## config.mk

```make
export PLATFORM = sky130hd
export DESIGN_NAME = mem_arbiter
export DESIGN_NICKNAME = d
export VERILOG_FILES = /design/src/rtl/mem_arbiter.sv
export SDC_FILE = /design/constraint.sdc
export NUM_CORES = 1
export LEC_CHECK = 0
export BUFFER_PORTS_ARGS = -buffer_cell sky130_fd_sc_hd__buf_4
export CAP_MARGIN = 20
export CORE_AREA = 5 5 121 123
export DETAILED_ROUTE_END_ITERATION = 8
export DIE_AREA = 0 0 126 128
export PLACE_DENSITY = 0.61
export SLEW_MARGIN = 20
export SYNTH_ARGS = -nofsm -noshare
export SYNTH_HDL_FRONTEND = slang
export SYNTH_SLANG_ARGS = --single-unit
```

## constraint.sdc

```tcl
create_clock -name clk -period 1.8 [get_ports clk]
set_clock_uncertainty 0.1 [all_clocks]
set_input_delay 0.18 -clock clk [delete_from_list [all_inputs] [get_ports clk]]
set_output_delay 0.18 -clock clk [all_outputs]
set_load 0.01 [all_outputs]
```

## src/rtl/mem_arbiter.sv

```systemverilog
// Purpose: shares one memory port between IFU (master 0) and LSU (master 1), round-robin on ties.
// Latency: 0-cycle accept in IDLE, mem_req_valid the next cycle, response passed through combinationally.
// Backpressure: one transaction in flight; payload held until mem_req_ready; response stalls on owner's resp_ready.
module mem_arbiter #(
  parameter int ADDR_WIDTH = 32,
  parameter int DATA_WIDTH = 32
) (
  input  logic                    clk,
  input  logic                    rst,

  input  logic                    ifu_req_valid,
  output logic                    ifu_req_ready,
  input  logic [ADDR_WIDTH-1:0]   ifu_req_addr,
  input  logic                    ifu_req_wen,
  input  logic [DATA_WIDTH-1:0]   ifu_req_wdata,
  input  logic [DATA_WIDTH/8-1:0] ifu_req_wstrb,
  output logic                    ifu_resp_valid,
  input  logic                    ifu_resp_ready,
  output logic [DATA_WIDTH-1:0]   ifu_resp_rdata,

  input  logic                    lsu_req_valid,
  output logic                    lsu_req_ready,
  input  logic [ADDR_WIDTH-1:0]   lsu_req_addr,
  input  logic                    lsu_req_wen,
  input  logic [DATA_WIDTH-1:0]   lsu_req_wdata,
  input  logic [DATA_WIDTH/8-1:0] lsu_req_wstrb,
  output logic                    lsu_resp_valid,
  input  logic                    lsu_resp_ready,
  output logic [DATA_WIDTH-1:0]   lsu_resp_rdata,

  output logic                    mem_req_valid,
  input  logic                    mem_req_ready,
  output logic [ADDR_WIDTH-1:0]   mem_req_addr,
  output logic                    mem_req_wen,
  output logic [DATA_WIDTH-1:0]   mem_req_wdata,
  output logic [DATA_WIDTH/8-1:0] mem_req_wstrb,
  input  logic                    mem_resp_valid,
  output logic                    mem_resp_ready,
  input  logic [DATA_WIDTH-1:0]   mem_resp_rdata
);

  localparam int STRB_WIDTH = DATA_WIDTH / 8;

  typedef struct packed {
    logic [ADDR_WIDTH-1:0] addr;
    logic                  wen;
    logic [DATA_WIDTH-1:0] wdata;
    logic [STRB_WIDTH-1:0] wstrb;
  } req_t;

  typedef enum logic [1:0] {
    IDLE = 2'd0,
    REQ  = 2'd1,
    RESP = 2'd2
  } state_t;

  state_t state_q, state_d;
  logic   owner_q;       // 0 = IFU, 1 = LSU
  logic   last_grant_q;  // master granted most recently; the other wins a tie
  req_t   pay_q;

  req_t ifu_pay, lsu_pay;
  logic accept;
  logic grant_lsu;
  logic owner_resp_ready;

  assign ifu_pay = {ifu_req_addr, ifu_req_wen, ifu_req_wdata, ifu_req_wstrb};
  assign lsu_pay = {lsu_req_addr, lsu_req_wen, lsu_req_wdata, lsu_req_wstrb};

  // The memory sees the latched payload directly; it only changes on an accept.
  assign mem_req_addr  = pay_q.addr;
  assign mem_req_wen   = pay_q.wen;
  assign mem_req_wdata = pay_q.wdata;
  assign mem_req_wstrb = pay_q.wstrb;

  assign owner_resp_ready = owner_q ? lsu_resp_ready : ifu_resp_ready;

  // Next-state, grant selection and response routing.
  always_comb begin
    state_d        = state_q;
    accept         = 1'b0;
    grant_lsu      = 1'b0;
    ifu_req_ready  = 1'b0;
    lsu_req_ready  = 1'b0;
    mem_req_valid  = 1'b0;
    mem_resp_ready = 1'b0;
    ifu_resp_valid = 1'b0;
    ifu_resp_rdata = '0;
    lsu_resp_valid = 1'b0;
    lsu_resp_rdata = '0;

    case (state_q)
      IDLE: begin
        // Reset gates the accept so no ready leaks out while rst is held low.
        if (rst && (ifu_req_valid || lsu_req_valid)) begin
          accept        = 1'b1;
          grant_lsu     = lsu_req_valid && (!ifu_req_valid || !last_grant_q);
          ifu_req_ready = !grant_lsu;
          lsu_req_ready = grant_lsu;
          state_d       = REQ;
        end
      end
      REQ: begin
        mem_req_valid = 1'b1;
        if (mem_req_ready) begin
          state_d = RESP;
        end
      end
      RESP: begin
        mem_resp_ready = owner_resp_ready;
        if (owner_q) begin
          lsu_resp_valid = mem_resp_valid;
          lsu_resp_rdata = mem_resp_rdata;
        end else begin
          ifu_resp_valid = mem_resp_valid;
          ifu_resp_rdata = mem_resp_rdata;
        end
        if (mem_resp_valid && owner_resp_ready) begin
          state_d = IDLE;
        end
      end
      default: begin
        state_d = IDLE;
      end
    endcase
  end

  // State, ownership and payload registers; reset drops any in-flight transaction.
  always_ff @(posedge clk or negedge rst) begin
    if (!rst) begin
      state_q      <= IDLE;
      owner_q      <= 1'b0;
      last_grant_q <= 1'b0;
      pay_q        <= '0;
    end else begin
      state_q <= state_d;
      if (accept) begin
        owner_q      <= grant_lsu;
        last_grant_q <= grant_lsu;
        pay_q        <= grant_lsu ? lsu_pay : ifu_pay;
      end
    end
  end

endmodule

```

==> flow_summary.html, run 1 <==
<table>
<tr><th>Metric</th><th>Value</th></tr>
<tr><th colspan="2">Worst setup path</th></tr>
<tr><td>Launch point of the critical path</td><td>state_q[0]$_DFFE_PN0P_</td></tr>
<tr><td>Critical path fanouts, max</td><td>4</td></tr>
<tr><td>Startpoint class of the critical path</td><td>register</td></tr>
<tr><td>Critical setup path kind</td><td>reg2out</td></tr>
<tr><td>Critical path capture point type</td><td>primary output</td></tr>
<tr><td>CP required</td><td>1520 ps</td></tr>
<tr><td>Data arrival time of the critical path</td><td>1560 ps</td></tr>
<tr><td>R2R Setup Slk</td><td>60 ps</td></tr>
<tr><td>Reg-to-reg critical path startpoint</td><td>state_q[0]$_DFFE_PN0P_</td></tr>
<tr><th colspan="2">Placed design</th></tr>
<tr><td>PortBufs</td><td>~320</td></tr>
<tr><td>HPWL after detailed placement</td><td>approximately 13 mm</td></tr>
<tr><td>Last weighted congestion value of the routability-driven placer</td><td>0.886</td></tr>
<tr><td>Setup WS pre-CTS</td><td>85.9 ps</td></tr>
<tr><th colspan="2">Hold path</th></tr>
<tr><td>Hold Crit Class</td><td>in2reg</td></tr>
<tr><td>HP Start</td><td>lsu_req_wdata[17]</td></tr>
<tr><th colspan="2">Routing</th></tr>
<tr><td>Vias per inst</td><td>5.02</td></tr>
<tr><td>Remaining antenna violation count</td><td>0</td></tr>
<tr><td>Total wire length</td><td>around 18 mm</td></tr>
<tr><td>Initial DRC Count</td><td>269</td></tr>
<tr><td>Drc violations</td><td>0</td></tr>
<tr><td>Via count</td><td>roughly 4800</td></tr>
<tr><td>Average wire per standard cell</td><td>18.9 um</td></tr>
<tr><td>Detailed-routing iteration count for the pre-antenna-repair pass</td><td>5</td></tr>
<tr><th colspan="2">Yosys</th></tr>
<tr><td>Post-synthesis compound-gate area fraction</td><td>0.182</td></tr>
<tr><td>Synthesized-area fraction occupied by xor and xnor cells</td><td>0</td></tr>
<tr><td>Combinational family with the most area after synthesis</td><td>simple AND/OR/NAND/NOR gates</td></tr>
<tr><td>Simple-gate area share of the yosys netlist</td><td>0.279</td></tr>
<tr><td>Count of distinct cell types in the synthesized netlist</td><td>23</td></tr>
<tr><td>Mux cell area share after synthesis</td><td>0.00256</td></tr>
<tr><td>Count of yosys warnings during synthesis</td><td>0</td></tr>
<tr><td>Sequential area share after synthesis</td><td>0.460</td></tr>
<tr><td>Number of nets in the synthesized netlist</td><td>slightly below 600</td></tr>
<tr><td>Mean area per synthesized cell</td><td>9.58 um^2</td></tr>
<tr><td>Synth Area in Adders</td><td>0</td></tr>
<tr><td>Cell area after synthesis</td><td>3920 um^2</td></tr>
<tr><td>Flip-flop and latch count after synthesis</td><td>72</td></tr>
<tr><td>Cells after synthesis</td><td>roughly 400</td></tr>
<tr><th colspan="2">CTS</th></tr>
<tr><td>TritonCTS Buffers</td><td>9</td></tr>
<tr><td>Clock edge transition at the registers on the reported setup and hold paths</td><td>around 50 ps</td></tr>
<tr><td>Level count of the clock H-tree</td><td>3</td></tr>
<tr><td>Clock Tree Root</td><td>sky130_fd_sc_hd__clkbuf_16</td></tr>
<tr><td>Clock latency on the worst-skew pair</td><td>330 ps</td></tr>
<tr><td>CTS tree</td><td>done</td></tr>
<tr><td>Number of clock sinks seen by CTS</td><td>slightly above 70</td></tr>
<tr><td>Clk buf depth</td><td>2</td></tr>
<tr><th colspan="2">Die</th></tr>
<tr><td>Core region area</td><td>about 14000 um^2</td></tr>
<tr><td>Standard-cell rows</td><td>43</td></tr>
<tr><td>Width of the die</td><td>126 um</td></tr>
<tr><td>Number of primary I/O pins</td><td>317</td></tr>
<tr><td>Die outline area</td><td>approximately 16000 um^2</td></tr>
<tr><td>Die extent in y</td><td>around 130 um</td></tr>
<tr><td>Effective utilization at floorplan</td><td>0.289</td></tr>
<tr><th colspan="2">Cells and area</th></tr>
<tr><td>Area growth, synth to finish</td><td>95.1%</td></tr>
<tr><td>Layout cell share with drive strength beyond 1</td><td>0.467</td></tr>
<tr><td>Count of filler cells inserted in the layout</td><td>1205</td></tr>
<tr><td>Most frequent standard cell in the layout excluding fill and tap cells</td><td>sky130_fd_sc_hd__buf_4</td></tr>
<tr><td>Layout net count</td><td>959</td></tr>
<tr><td>Antenna Diode Count</td><td>0</td></tr>
<tr><td>Final core utilization</td><td>0.564</td></tr>
<tr><td>Highest-count cells in the layout ignoring fill and taps</td><td>322 x sky130_fd_sc_hd__buf_4, 70 x sky130_fd_sc_hd__nand2_1, 70 x sky130_fd_sc_hd__dlygate4sd3_1, 70 x sky130_fd_sc_hd__dfrtp_1, 69 x sky130_fd_sc_hd__a221o_1</td></tr>
<tr><th colspan="2">Power</th></tr>
<tr><td>Post-layout power</td><td>9.87 mW</td></tr>
<tr><td>Pwr per Cell Area</td><td>1290 nW/um^2</td></tr>
<tr><td>Leakage</td><td>3.79 nW</td></tr>
<tr><td>Peak supply drop</td><td>0.614 mV</td></tr>
<tr><th colspan="2">Global routing</th></tr>
<tr><td>Pin count of the biggest net entering global routing</td><td>72</td></tr>
<tr><td>Total global routing overflow</td><td>0</td></tr>
<tr><td>Number of global-route vias before repair</td><td>5183</td></tr>
<tr><td>Total routing resource utilization after global routing</td><td>0.217</td></tr>
<tr><td>Global-route wire length before repair</td><td>28.0 mm</td></tr>
<tr><td>Antenna violations before repair</td><td>0</td></tr>
<tr><th colspan="2">Timing</th></tr>
<tr><td>Worst slack on hold paths</td><td>approximately 9.9 ps</td></tr>
<tr><td>Minimum setup slack in the final design</td><td>-35.5 ps</td></tr>
<tr><td>Maximum clock frequency</td><td>0.545 GHz</td></tr>
<tr><td>Final count of hold timing violations</td><td>0</td></tr>
<tr><td>Post-route fraction of the period consumed by the critical path</td><td>1.02</td></tr>
<tr><td>Worst slew margin relative to its limit</td><td>0.402</td></tr>
<tr><td>Transition time at the pin with the least slew margin</td><td>approximately 900 ps</td></tr>
<tr><td>Number of max-slew violations in the final report</td><td>0</td></tr>
<tr><td># setup viols final</td><td>29</td></tr>
<tr><td>RSZ-0062 raised after global routing</td><td>true</td></tr>
<tr><td>Final critical delay including setup and external delays</td><td>1840 ps</td></tr>
<tr><th colspan="2">Outcome</th></tr>
<tr><td>Violations in the final reports</td><td>setup timing</td></tr>
<tr><td>Run status</td><td>finished with violations</td></tr>
<tr><th colspan="2">Flow run</th></tr>
<tr><td>Number of maximum-capacitance violations</td><td>0</td></tr>
</table>
==> cell families after synthesis <==
logic type	after synthesis
AO/OA/AOI/OAI	73
buffers and inverters	47
flip-flops	72
multiplexers	1
AND/OR/NAND/NOR	216
==> synthesized netlist by cell type <==
library cell	count	area [um^2]
sky130_fd_sc_hd__inv_1	2	7.51
sky130_fd_sc_hd__nor3b_2	1	12.5
sky130_fd_sc_hd__o21ai_0	1	5.00
sky130_fd_sc_hd__and3_1	1	6.26
sky130_fd_sc_hd__buf_6	15	169
sky130_fd_sc_hd__dfrtp_1	72	1800
sky130_fd_sc_hd__buf_2	2	10.0
sky130_fd_sc_hd__buf_1	5	18.8
sky130_fd_sc_hd__buf_4	2	15.0
sky130_fd_sc_hd__a221o_1	69	691
sky130_fd_sc_hd__a21oi_1	1	5.00
sky130_fd_sc_hd__or3b_1	1	8.76
sky130_fd_sc_hd__o21ai_1	1	5.00
sky130_fd_sc_hd__clkbuf_1	21	78.8
sky130_fd_sc_hd__and2_1	66	413
sky130_fd_sc_hd__nor3b_1	1	7.51
sky130_fd_sc_hd__nand2b_1	2	12.5
sky130_fd_sc_hd__o2bb2ai_1	1	8.76
sky130_fd_sc_hd__mux2i_1	1	10.0
sky130_fd_sc_hd__nor2b_1	2	12.5
sky130_fd_sc_hd__nand2_1	70	263
sky130_fd_sc_hd__nor2_1	3	11.3
sky130_fd_sc_hd__nor3_1	69	345
==> timing repair <==
action,CTS,global route
gates cloned,1,1
pin swaps,2,3
hold buffers,70,0
endpoints found under the hold margin,71,0
gates resized for setup,8,11
endpoints found under the setup margin,68,69
setup buffers,1,3
==> per-layer routing <==
metal | GRT usage | up-vias | part of all wire | wire length, um
met5 | 0 | - | 0 | 0
met4 | 0.0770 | 0 | 0.025 | 450
met3 | 0.0550 | 35 | 0.083 | 1520
met2 | 0.395 | 259 | 0.53 | 9640
met1 | 0.245 | 2319 | 0.36 | 6640
li1 | - | 2233 | - | -
==> critical path, cell delays in order (launching register included) <==
cell	delay, ps
sky130_fd_sc_hd__dfrtp_1	420
sky130_fd_sc_hd__or3b_4	430
sky130_fd_sc_hd__nor3b_4	240
sky130_fd_sc_hd__buf_6	140
==> metrics by stage <==
step | instances | TNS, ps | cell area (um^2)
after global placement | 874 | 0 | 6460
after floorplan | 409 | 0 | 3920
final | 966 | -484 | 7640
after detailed placement | 874 | 0 | 6460
after global routing | 966 | -3680 | 7640
after CTS | 962 | -3530 | 7560
==> sequential cells by signal (all words and copies together) (netlist names) <==
signal         count
mem_req_addr      32
mem_req_wdata     32
mem_req_wstrb      4
state_q            2
last_grant_q       1
mem_req_wen        1
==> power by group <==
group          total [mW]  switching [mW]  leakage [nW]  internal [mW]
Sequential           2.93           0.539         0.892           2.39
Combinational        4.99            2.25          2.73           2.73
Clock                1.95           0.663         0.165           1.29
Total                9.87            3.45          3.79           6.41
==> layout make-up <==
type / count / area, um^2 / share of cell area
well taps: 180 / 225 / 0.0295
inverters: 2 / 7.51 / 0.000982
multi-input cells: 290 / 1890 / 0.247
flip-flops and latches: 72 / 1800 / 0.236
clock inverters: 5 / 78.8 / 0.0103
repair buffers: 406 / 3390 / 0.443
clock buffers: 11 / 253 / 0.0331
==> final timing paths <==
path,end,depth (start not counted)
max,ifu_req_ready,3
max in group asynchronous,last_grant_q$_DFFE_PN0P_,2
max reg2reg,mem_req_wstrb[1]$_DFFE_PN0P_,5
min in group asynchronous,mem_req_wstrb[0]$_DFFE_PN0P_,2
min reg2reg,mem_req_wdata[26]$_DFFE_PN0P_,1
min,mem_req_wdata[17]$_DFFE_PN0P_,2
Power figures use the tool's default switching activity.
==> inputs of run 2 (changes only) <==
==> config.mk (replaced) <==
export PLATFORM = sky130hd
export DESIGN_NAME = mem_arbiter
export DESIGN_NICKNAME = d
export VERILOG_FILES = /design/src/rtl/mem_arbiter.sv
export SDC_FILE = /design/constraint.sdc
export NUM_CORES = 1
export LEC_CHECK = 0
export CAP_MARGIN = 20
export CORE_AREA = 5 5 118 120
export DETAILED_ROUTE_END_ITERATION = 8
export DIE_AREA = 0 0 123 125
export DONT_BUFFER_PORTS = 1
export MAX_ROUTING_LAYER = met4
export PLACE_DENSITY = 0.43
export SLEW_MARGIN = 20
export SYNTH_ARGS = -nofsm -noshare
export SYNTH_HDL_FRONTEND = slang
export SYNTH_SLANG_ARGS = --single-unit
==> flow_summary.html, run 2 (synthesis gave the netlist of run 1 again) <==
<table>
<tr><th>Metric</th><th>Value</th></tr>
<tr><th colspan="2">Placed design</th></tr>
<tr><td>Setup WS pre-CTS</td><td>63.4 ps (-22.5 ps)</td></tr>
<tr><td>PortBufs</td><td>0 (-100%)</td></tr>
<tr><td>Last weighted congestion value of the routability-driven placer</td><td>0.887 (+0.20%)</td></tr>
<tr><td>Total instance count after detailed placement</td><td>553 (-37%)</td></tr>
<tr><td>HPWL after detailed placement</td><td>10.4 mm (-20%)</td></tr>
<tr><td>Total cell area at the placement stage</td><td>4050 um^2 (-37%)</td></tr>
<tr><th colspan="2">Worst setup path</th></tr>
<tr><td>Launch point of the critical path</td><td>state_q[1]$_DFFE_PN0P_</td></tr>
<tr><td>Critical path capture point type</td><td>primary output</td></tr>
<tr><td>Critical path fanouts, max</td><td>3 (-1)</td></tr>
<tr><td>Slowest library cell on the worst path</td><td>sky130_fd_sc_hd__dfrtp_2</td></tr>
<tr><td>Critical setup path kind</td><td>reg2out</td></tr>
<tr><td>Critical path cell sequence</td><td>or3b_4, nor3b_4, buf_6</td></tr>
<tr><td>CP required</td><td>1520 ps (about the same)</td></tr>
<tr><td>Reg-to-reg critical path startpoint</td><td>state_q[1]$_DFFE_PN0P_</td></tr>
<tr><td>Biggest cell delay along the critical path</td><td>420 ps (about the same)</td></tr>
<tr><td>Startpoint class of the critical path</td><td>register</td></tr>
<tr><td>Data arrival time of the critical path</td><td>1550 ps (about the same)</td></tr>
<tr><th colspan="2">Flow run</th></tr>
<tr><td>Number of maximum-capacitance violations</td><td>0 (unchanged)</td></tr>
<tr><th colspan="2">Routing</th></tr>
<tr><td>Remaining antenna violation count</td><td>0 (unchanged)</td></tr>
<tr><td>Via count</td><td>3596 (-26%)</td></tr>
<tr><td>Drc violations</td><td>0 (unchanged)</td></tr>
<tr><td>Average wire per standard cell</td><td>23.6 um (+25%)</td></tr>
<tr><td>Routed metal-1 wirelength</td><td>6.00 mm (-9.7%)</td></tr>
<tr><td>Detailed-routed wire length on met2</td><td>7.96 mm (-17%)</td></tr>
<tr><td>Vias per inst</td><td>5.54 (+10%)</td></tr>
<tr><td>Detailed-routing iteration count for the pre-antenna-repair pass</td><td>7 (+2)</td></tr>
<tr><td>Top routing layer in use</td><td>met4</td></tr>
<tr><td>Metal3 WL</td><td>1.14 mm (-25%)</td></tr>
<tr><td>Initial DRC Count</td><td>176 (-35%)</td></tr>
<tr><td>Total wire length</td><td>15.3 mm (-16%)</td></tr>
<tr><th colspan="2">Outcome</th></tr>
<tr><td>Run status</td><td>finished with violations</td></tr>
<tr><td>Violations in the final reports</td><td>hold timing, setup timing</td></tr>
<tr><th colspan="2">CTS</th></tr>
<tr><td>CTS tree</td><td>done</td></tr>
<tr><td>Level count of the clock H-tree</td><td>3 (unchanged)</td></tr>
<tr><td>CTS Hold Buffers Added</td><td>71 (+1.4%)</td></tr>
<tr><td>Clk buf depth</td><td>2 (unchanged)</td></tr>
<tr><td>Clock latency on the worst-skew pair</td><td>330 ps (about the same)</td></tr>
<tr><td>Number of clock sinks seen by CTS</td><td>72 (unchanged)</td></tr>
<tr><td>TritonCTS Buffers</td><td>9 (unchanged)</td></tr>
<tr><td>Clock edge transition at the registers on the reported setup and hold paths</td><td>60 ps (about the same)</td></tr>
<tr><td>Clock Tree Root</td><td>sky130_fd_sc_hd__clkbuf_16</td></tr>
<tr><th colspan="2">Die</th></tr>
<tr><td>Number of primary I/O pins</td><td>317 (unchanged)</td></tr>
<tr><td>Standard-cell rows</td><td>42 (-2.3%)</td></tr>
<tr><td>Effective utilization at floorplan</td><td>0.304 (+0.0153)</td></tr>
<tr><td>Core region area</td><td>12900 um^2 (-5.0%)</td></tr>
<tr><td>Die outline area</td><td>15400 um^2 (-4.7%)</td></tr>
<tr><td>Width of the die</td><td>123 um (-2.4%)</td></tr>
<tr><td>Die extent in y</td><td>125 um (-2.3%)</td></tr>
<tr><th colspan="2">Hold path</th></tr>
<tr><td>Hold Crit Class</td><td>in2async</td></tr>
<tr><th colspan="2">Timing</th></tr>
<tr><td>Worst slew margin relative to its limit</td><td>0.718 (+0.317)</td></tr>
<tr><td>Minimum setup slack in the final design</td><td>-25.5 ps (+10.0 ps)</td></tr>
<tr><td>Aggregate negative setup slack</td><td>-25.5 ps (+459 ps)</td></tr>
<tr><td>Post-route fraction of the period consumed by the critical path</td><td>1.01 (-0.00557)</td></tr>
<tr><td># setup viols final</td><td>1 (-97%)</td></tr>
<tr><td>RSZ-0062 raised after global routing</td><td>true</td></tr>
<tr><td>Maximum clock frequency</td><td>0.548 GHz (+0.55%)</td></tr>
<tr><td>Number of max-slew violations in the final report</td><td>0 (unchanged)</td></tr>
<tr><td>Final count of hold timing violations</td><td>72 (+72)</td></tr>
<tr><td>Final critical delay including setup and external delays</td><td>1830 ps (-10.0 ps)</td></tr>
<tr><td>Worst slack on hold paths</td><td>-553 ps (-563 ps)</td></tr>
<tr><td>Transition time at the pin with the least slew margin</td><td>421 ps (-476 ps)</td></tr>
<tr><th colspan="2">Cells and area</th></tr>
<tr><td>Antenna Diode Count</td><td>0 (unchanged)</td></tr>
<tr><td>Final core utilization</td><td>0.414 (-0.150)</td></tr>
<tr><td>Highest-count cells in the layout ignoring fill and taps</td><td>71 x sky130_fd_sc_hd__dlygate4sd3_1, 70 x sky130_fd_sc_hd__nand2_1, 70 x sky130_fd_sc_hd__dfrtp_1</td></tr>
<tr><td>Area growth, synth to finish</td><td>36.0%</td></tr>
<tr><td>Non-Filler Cell Area, Final</td><td>5330 um^2 (-30%)</td></tr>
<tr><td>Count of filler cells inserted in the layout</td><td>1271 (+5.5%)</td></tr>
<tr><td>Layout cell share with drive strength beyond 1</td><td>0.133 (-0.334)</td></tr>
<tr><td>Layout net count</td><td>646 (-33%)</td></tr>
<tr><td>Most frequent standard cell in the layout excluding fill and tap cells</td><td>sky130_fd_sc_hd__dlygate4sd3_1</td></tr>
<tr><td>Post-layout instance count excluding filler cells</td><td>649 (-33%)</td></tr>
<tr><th colspan="2">Power</th></tr>
<tr><td>Pwr per Cell Area</td><td>1520 nW/um^2 (+18%)</td></tr>
<tr><td>Post-layout power</td><td>8.09 mW (-18%)</td></tr>
<tr><td>Peak supply drop</td><td>0.638 mV (+3.8%)</td></tr>
<tr><td>Leakage</td><td>2.23 nW (-41%)</td></tr>
<tr><th colspan="2">Global routing</th></tr>
<tr><td>Number of global-route vias before repair</td><td>3781 (-27%)</td></tr>
<tr><td>Antenna violations before repair</td><td>0 (unchanged)</td></tr>
<tr><td>Total global routing overflow</td><td>0 (unchanged)</td></tr>
<tr><td>Pin count of the biggest net entering global routing</td><td>75 (+4.2%)</td></tr>
<tr><td>Total routing resource utilization after global routing</td><td>0.188 (-0.0288)</td></tr>
<tr><td>Global-route wire length before repair</td><td>21.9 mm (-22%)</td></tr>
</table>
-- run 2: changes by cell type in the layout (fill, tap and decap cells not counted), sizes merged --
| cell | delta |
|---|---|
| buf | -314 |
| clkinv | -2 |
| clkinvlp | +2 |
| dlygate4sd3 | +1 |
-- run 2: final cells by class --
cell class | instances | area (um^2) | area share
Clock inverter | 5 | 80.1 | 0.0150
Inverter | 2 | 7.51 | 0.00141
Multi-Input combinational cell | 290 | 1930 | 0.362
Sequential cell | 72 | 1800 | 0.339
Tap cell | 176 | 220 | 0.0413
Timing Repair Buffer | 93 | 1040 | 0.195
Clock buffer | 11 | 243 | 0.0456
-- run 2: path summary, 6_finish.rpt --
path | to | slack [ps] | cells past startpoint
hold reg to reg | mem_req_addr[16]$_DFFE_PN0P_ | 480 | 1
setup reg to reg | mem_req_wdata[28]$_DFFE_PN0P_ | 50 | 5
max in group asynchronous | mem_req_addr[3]$_DFFE_PN0P_ | 2050 | 0
setup / recovery | ifu_req_ready | -30 | 3
hold / removal | mem_req_addr[20]$_DFFE_PN0P_ | -550 | 0
min in group clk | mem_req_addr[8]$_DFFE_PN0P_ | 50 | 3
-- run 2: where the power goes --
| group | switching (mW) | leakage [nW] | total (mW) | internal (mW) |
|---|---|---|---|---|
| clock network | 0.661 | 0.152 | 1.91 | 1.25 |
| logic | 1.37 | 1.19 | 2.77 | 1.40 |
| registers | 1.02 | 0.892 | 3.41 | 2.39 |
-- run 2: critical path: cells and delay by family, from the launching register on --
family                 cells  cell delay, ps
buffers and inverters      1             140
flip-flops                 1             420
AND/OR/NAND/NOR            2             650
-- run 2: timing repair --
action                     4_1_cts  5_1_grt
buffers inserted                 2        3
cloned                           1        3
setup endpoints to repair       68       75
pin swaps                        2        4
resized for setup                7       30
hold endpoints to repair       143       72
-- run 2: per-layer routing --
metal | vias to the layer above | track usage
met5 | - | -
met1 | 1762 | 0.230
met3 | 12 | 0.0402
li1 | 1608 | -
met4 | 0 | 0.0521
met2 | 214 | 0.312
